File: src/rtl/wb_commit_unit_pkg.sv
// ============================================================================
// Module : wb_commit_unit_pkg
// Brief  : Shared core types for the writeback/commit stage.
// Rev    : 1.0 - initial release
// ============================================================================
`default_nettype none

package wb_commit_unit_pkg;

    localparam int XLEN  = 64;
    localparam int CNT_W = 64;

    typedef logic [XLEN-1:0] reg_data_t;
    typedef logic [4:0]      except_code_t;

    localparam except_code_t EXCEPT_ILLEGAL = 5'd2;
    // Not an architectural cause: marks a resolved branch mispredict.
    localparam except_code_t EXCEPT_MISPRED = 5'd31;

    typedef struct packed {
        logic [4:0] rd;
        logic       wb_en;
    } decode_t;

    typedef struct packed {
        logic         valid;
        except_code_t code;
        reg_data_t    target;
    } except_t;

    typedef struct packed {
        logic      valid;
        reg_data_t pc;
        decode_t   decode;
        except_t   except;
    } issued_instr_t;

    typedef enum logic [1:0] {
        RUN       = 2'd0,
        FLUSH     = 2'd1,
        TRAP_WAIT = 2'd2
    } wb_state_t;

endpackage

`default_nettype wire

File: src/rtl/wb_commit_unit_perf_counter64.sv
// ============================================================================
// Module : perf_counter64
// Brief  : Free-running 64-bit event counter with enable; wraps silently.
// Rev    : 1.0 - initial release
// ============================================================================
`default_nettype none

module perf_counter64
    import wb_commit_unit_pkg::*;
(
    input  logic             i_clk,
    input  logic             i_rst_n,
    input  logic             i_en,
    output logic [CNT_W-1:0] o_count
);

    logic [CNT_W-1:0] r_count;

    always_ff @(posedge i_clk or negedge i_rst_n) begin
        if (!i_rst_n) begin
            r_count <= '0;
        end else if (i_en) begin
            r_count <= r_count + CNT_W'(1);
        end
    end

    assign o_count = r_count;

endmodule

`default_nettype wire

File: src/rtl/wb_commit_unit.sv
// ============================================================================
// Module : wb_commit_unit
// Brief  : Writeback/commit stage: RF write, retire/squash, flush/redirect/trap.
// Rev    : 1.0 - initial release
// ============================================================================
`default_nettype none

module wb_commit_unit
    import wb_commit_unit_pkg::*;
(
    input  logic          i_clk,
    input  logic          i_rst_n,
    input  issued_instr_t i_instr,
    input  reg_data_t     i_data,
    input  logic          i_trap_ack,
    input  reg_data_t     i_trap_vec,
    input  logic [31:0]   i_log_fd,
    output logic          o_rf_wr_en,
    output logic [4:0]    o_rf_wr_idx,
    output reg_data_t     o_rf_wr_data,
    output logic          o_flush,
    output logic          o_redirect_valid,
    output reg_data_t     o_redirect_pc,
    output logic          o_trap_valid,
    output except_code_t  o_trap_code,
    output reg_data_t     o_trap_pc,
    output logic [63:0]   o_cycle,
    output logic [63:0]   o_instret
);

    wb_state_t r_state;
    logic      w_live;
    logic      w_mispred;
    logic      w_retire;

    // Reset gates acceptance so the RF port stays quiet while held in reset.
    assign w_live    = i_rst_n & (r_state == RUN) & i_instr.valid;
    assign w_mispred = i_instr.except.valid & (i_instr.except.code == EXCEPT_MISPRED);
    assign w_retire  = w_live & (~i_instr.except.valid | w_mispred);

    assign o_rf_wr_en   = w_retire & i_instr.decode.wb_en & (i_instr.decode.rd != 5'd0);
    assign o_rf_wr_idx  = o_rf_wr_en ? i_instr.decode.rd : 5'd0;
    assign o_rf_wr_data = o_rf_wr_en ? i_data : '0;

    always_ff @(posedge i_clk or negedge i_rst_n) begin
        if (!i_rst_n) begin
            r_state          <= RUN;
            o_flush          <= 1'b0;
            o_redirect_valid <= 1'b0;
            o_redirect_pc    <= '0;
            o_trap_valid     <= 1'b0;
            o_trap_code      <= '0;
            o_trap_pc        <= '0;
        end else begin
            o_flush          <= 1'b0;
            o_redirect_valid <= 1'b0;
            o_trap_valid     <= 1'b0;
            case (r_state)
                RUN: begin
                    if (w_live && i_instr.except.valid) begin
                        o_flush <= 1'b1;
                        if (w_mispred) begin
                            o_redirect_valid <= 1'b1;
                            o_redirect_pc    <= i_instr.except.target;
                            r_state          <= FLUSH;
                        end else begin
                            o_trap_valid <= 1'b1;
                            o_trap_code  <= i_instr.except.code;
                            o_trap_pc    <= i_instr.pc;
                            r_state      <= TRAP_WAIT;
                        end
                    end
                end
                FLUSH: begin
                    r_state <= RUN;
                end
                TRAP_WAIT: begin
                    if (i_trap_ack) begin
                        o_flush          <= 1'b1;
                        o_redirect_valid <= 1'b1;
                        o_redirect_pc    <= i_trap_vec;
                        r_state          <= FLUSH;
                    end
                end
                default: begin
                    r_state <= RUN;
                end
            endcase
        end
    end

    perf_counter64 u_cycle_ctr (
        .i_clk   (i_clk),
        .i_rst_n (i_rst_n),
        .i_en    (1'b1),
        .o_count (o_cycle)
    );

    perf_counter64 u_instret_ctr (
        .i_clk   (i_clk),
        .i_rst_n (i_rst_n),
        .i_en    (w_retire),
        .o_count (o_instret)
    );

`ifndef SYNTHESIS
    always_ff @(posedge i_clk) begin
        if (i_log_fd != 32'd0) begin
            $display("[WB] v=%0d pc=%h st=%0d we=%0d rd=%0d wd=%h fl=%0d rv=%0d rpc=%h tv=%0d tc=%0d",
                     i_instr.valid, i_instr.pc, r_state, o_rf_wr_en, o_rf_wr_idx, o_rf_wr_data,
                     o_flush, o_redirect_valid, o_redirect_pc, o_trap_valid, o_trap_code);
        end
    end
`endif

endmodule

`default_nettype wire

File: config.mk
export PLATFORM = sky130hd
export DESIGN_NAME = wb_commit_unit
export DESIGN_NICKNAME = d
export VERILOG_FILES = /design/src/rtl/wb_commit_unit_pkg.sv /design/src/rtl/wb_commit_unit_perf_counter64.sv /design/src/rtl/wb_commit_unit.sv
export SDC_FILE = /design/constraint.sdc
export NUM_CORES = 1
export LEC_CHECK = 0
export ABC_CLOCK_PERIOD_IN_PS = 2500
export CAP_MARGIN = 25
export CORE_AREA = 2 2 252 254
export CTS_CLUSTER_SIZE = 30
export DETAILED_ROUTE_END_ITERATION = 7
export DIE_AREA = 0 0 254 256
export GPL_ROUTABILITY_DRIVEN = 0
export SLEW_MARGIN = 20
export SYNTH_ARGS = -nofsm -noshare
export SYNTH_HDL_FRONTEND = slang
export SYNTH_SLANG_ARGS = --single-unit
export TNS_END_PERCENT = 1
File: constraint.sdc
create_clock -name i_clk -period 2.5 [get_ports i_clk]
set_input_delay 0.25 -clock i_clk [delete_from_list [all_inputs] [get_ports i_clk]]
set_output_delay 0.25 -clock i_clk [all_outputs]
set_load 0.005 [all_outputs]
==> metrics.txt <==
Routed wire per std cell 18.57 µm; Worst setup SP type flip-flop; final worst path period share 104.5%; Crit path arrival time 2.36 ns; Synth area leader dfrtp_1; post-DR vias/cell 4.188; CP dominant cell by count buf_4; Largest stage delay, worst path 0.42 ns; Post-synth EDFFs 0; ANT nets after route 0; CP endpoint kind output pin; Rows 92; CP Cell Sequence nor2_1 > nand3_1 > nor2_2 > o311a_4 > buf_4 > buf_4 > buf_12 > and2_1 > dlygate4sd2_1; Port Buf Inserts 605; Worst Hold Class primary input to flip-flop; FMAX 382.6 MHz; final core utilization 33.48%; vias 11650; filler cell count 6392; CP Buf/Inv Count 4; largest cells by area after synthesis dfrtp_1 (55%), nand2_1 (7.5%), mux2i_1 (5.3%), xor2_1 (5.0%), xnor2_1 (4.0%); ys flop type dfrtp_1; Max FO, Critical Path 17; post-layout total power 13170 µW; failing checks negative setup slack; max cap viols 0; Crit path max-delay family buffers and inverters; Synth Cell Area 12130 µm²; asr flop ratio synth 100.0%; Fin Clk Skew 0.01252 ns; Avg Inst Size Synth 9.908 µm²; first drt pass iteration count 5; crit path max-delay cell type dfrtp_2; unrepaired setup endpoints after global routing yes; nets 2213; Yosys reg bits 266; Initial Util 19.44%; status finished with violations; initial antenna violation count 11; worst setup margin -0.1134 ns; drt drc 0; clk sinks 266; Fin. Hold Viols 0; final hold slack 0.1765 ns; core box area 62390 µm²; WS Path Type flip-flop to output pin; max_slew headroom 39.19%; CTS H-tree depth 1; Req. time, crit path 2.25 ns; most common cell in the netlist dfrtp_1; leakage 0.009707 µW; Mapped Cells 1224; worst-margin pin slew 0.9121 ns; GRT Total Usage 15.29%; Power Density 630.3 nW/µm²; Mapped Nets 1530; sequential share of the synthesized area 54.88%; Post-Place Worst Slack -0.2215 ns; Worst-path clk slew 0.06 ns; Pins Over Slew Limit 0; Num CTS Buffers 31; Die Wd 254 µm; hpwl dp 39790 µm; synth unique cells 46; GRT overflow 0; Ys Warns 0; Die H 256 µm; share of the synthesized area in the top cell type 54.88%; Die ar. 65020 µm²; ratio of cells with drive above 1 in the final layout 10.94%; clk_lat worst skew 0.60 ns; # setup viols final 10; Layout area overhead 72.23%; CTS Root Cell clkbuf_16; final WL 51640 µm; CTS tree built; setup TNS -0.7727 ns; Post-synth top cells dfrtp_1 (266), nand2_1 (243), nor2_1 (102), xor2_1 (69), and2_1 (68); worst IR drop on VDD 0.0005279 V; fin crit period 2.613 ns; Top-Level Pins 638; first-pass GRT wire length 75650 µm; 1st-iter DRT viols 491; largest net degree at the start of global routing 130; vias in the first global route 11990; CTS max path bufs 3
==> tightest hold or removal path, delay by kind of cell <==
kind                   cells  cell delay [ns]
buffers and inverters      1             0.39
AND/OR/NAND/NOR            2             0.09
==> power breakdown <==
| group | internal (µW) | switching (µW) |
|---|---|---|
| clock | 2660 | 1910 |
| sequential | 4970 | 415 |
| combinational | 1970 | 1230 |
| total | 9610 | 3560 |
==> state kept, by name, indices dropped and copies added, names as in the netlist <==
signal	count
o_flush	1
o_redirect_pc	64
o_redirect_valid	1
o_trap_code	5
o_trap_pc	64
o_trap_valid	1
r_state	2
u_cycle_ctr.o_count	64
u_instret_ctr.o_count	64
==> repair_timing <==
action                                  4_1_cts  5_1_grt
endpoints found under the setup margin       70       71
buffers inserted                              8        2
endpoints found under the hold margin       209        0
pin swaps                                     3        2
resized for setup                            98       86
gates cloned                                  3        0
hold buffers                                  1        0
==> through the flow <==
stage                     instance area [µm²]  std cells
final                                   20890       2781
after global routing                    20890       2780
after CTS                               20970       2773
after detailed placement                19810       2707
after global placement                  19810       2707
after floorplan                         12130       1224
==> placed cells by master, fill, tap and decap left out, drive strengths merged, types with 4 or more instances in the layout <==
cell type / instances
nor3: 35
buf: 99
xor2: 69
or2: 4
and2: 68
xnor2: 56
or4: 8
nor2: 103
a21oi: 64
nand2: 243
nor4: 34
clkbuf: 79
and3: 14
inv: 25
nand3: 47
clkdlybuf4s15: 15
mux2i: 64
diode: 7
dfrtp: 266
and4: 5
clkdlybuf4s50: 534
dlymetal6s2s: 17
o21ai: 4
nand4: 50
==> layout make-up <==
cell class              count  area [µm²]  share of cell area, %
clock buffers              48       899.6                  4.307
multi-input cells         885        5235                  25.06
repair buffers            699        6830                  32.70
clock inverters             6       97.59                 0.4672
well taps                 846        1059                  5.068
inverters                  24       90.09                 0.4313
diodes                      7       17.52                0.08386
flip-flops and latches    266        6659                  31.88
==> path summary, 6_finish.rpt <==
path	from	endpoint	slack, ns	cells after the start
hold reg to reg	o_trap_pc[33]	o_trap_pc[33]	0.47	2
setup reg to reg	u_instret_ctr.o_count[13]	u_instret_ctr.o_count[45]	0.24	6
max in group asynchronous	i_rst_n	o_redirect_pc[13]	0.50	4
min in group asynchronous	i_rst_n	o_trap_code[0]	0.49	3
setup / recovery	r_state[1]	o_rf_wr_data[25]	-0.11	9
hold / removal	i_instr[137]	o_trap_pc[61]	0.18	3
==> kinds of logic after synthesis <==
logic type / count (synthesis) / share of synthesized area (%)
AND/OR/NAND/NOR: 620 / 24.96
flip-flops: 266 / 54.88
XOR/XNOR: 125 / 9.027
AO/OA/AOI/OAI: 73 / 3.167
buffers and inverters: 73 / 2.383
multiplexers: 65 / 5.375
adder cells (fa/ha/maj): 2 / 0.2063
==> metal layers <==
metal | GRT usage, % | part of all wire (%) | vias to the layer above
met5 | 0 | 0.025 | -
met1 | 15.82 | 36 | 5621
met4 | 5.866 | 3.1 | 2
met3 | 5.482 | 9.2 | 80
li1 | - | - | 5493
met2 | 27.91 | 52 | 452
(Power assumes the default switching activity.)
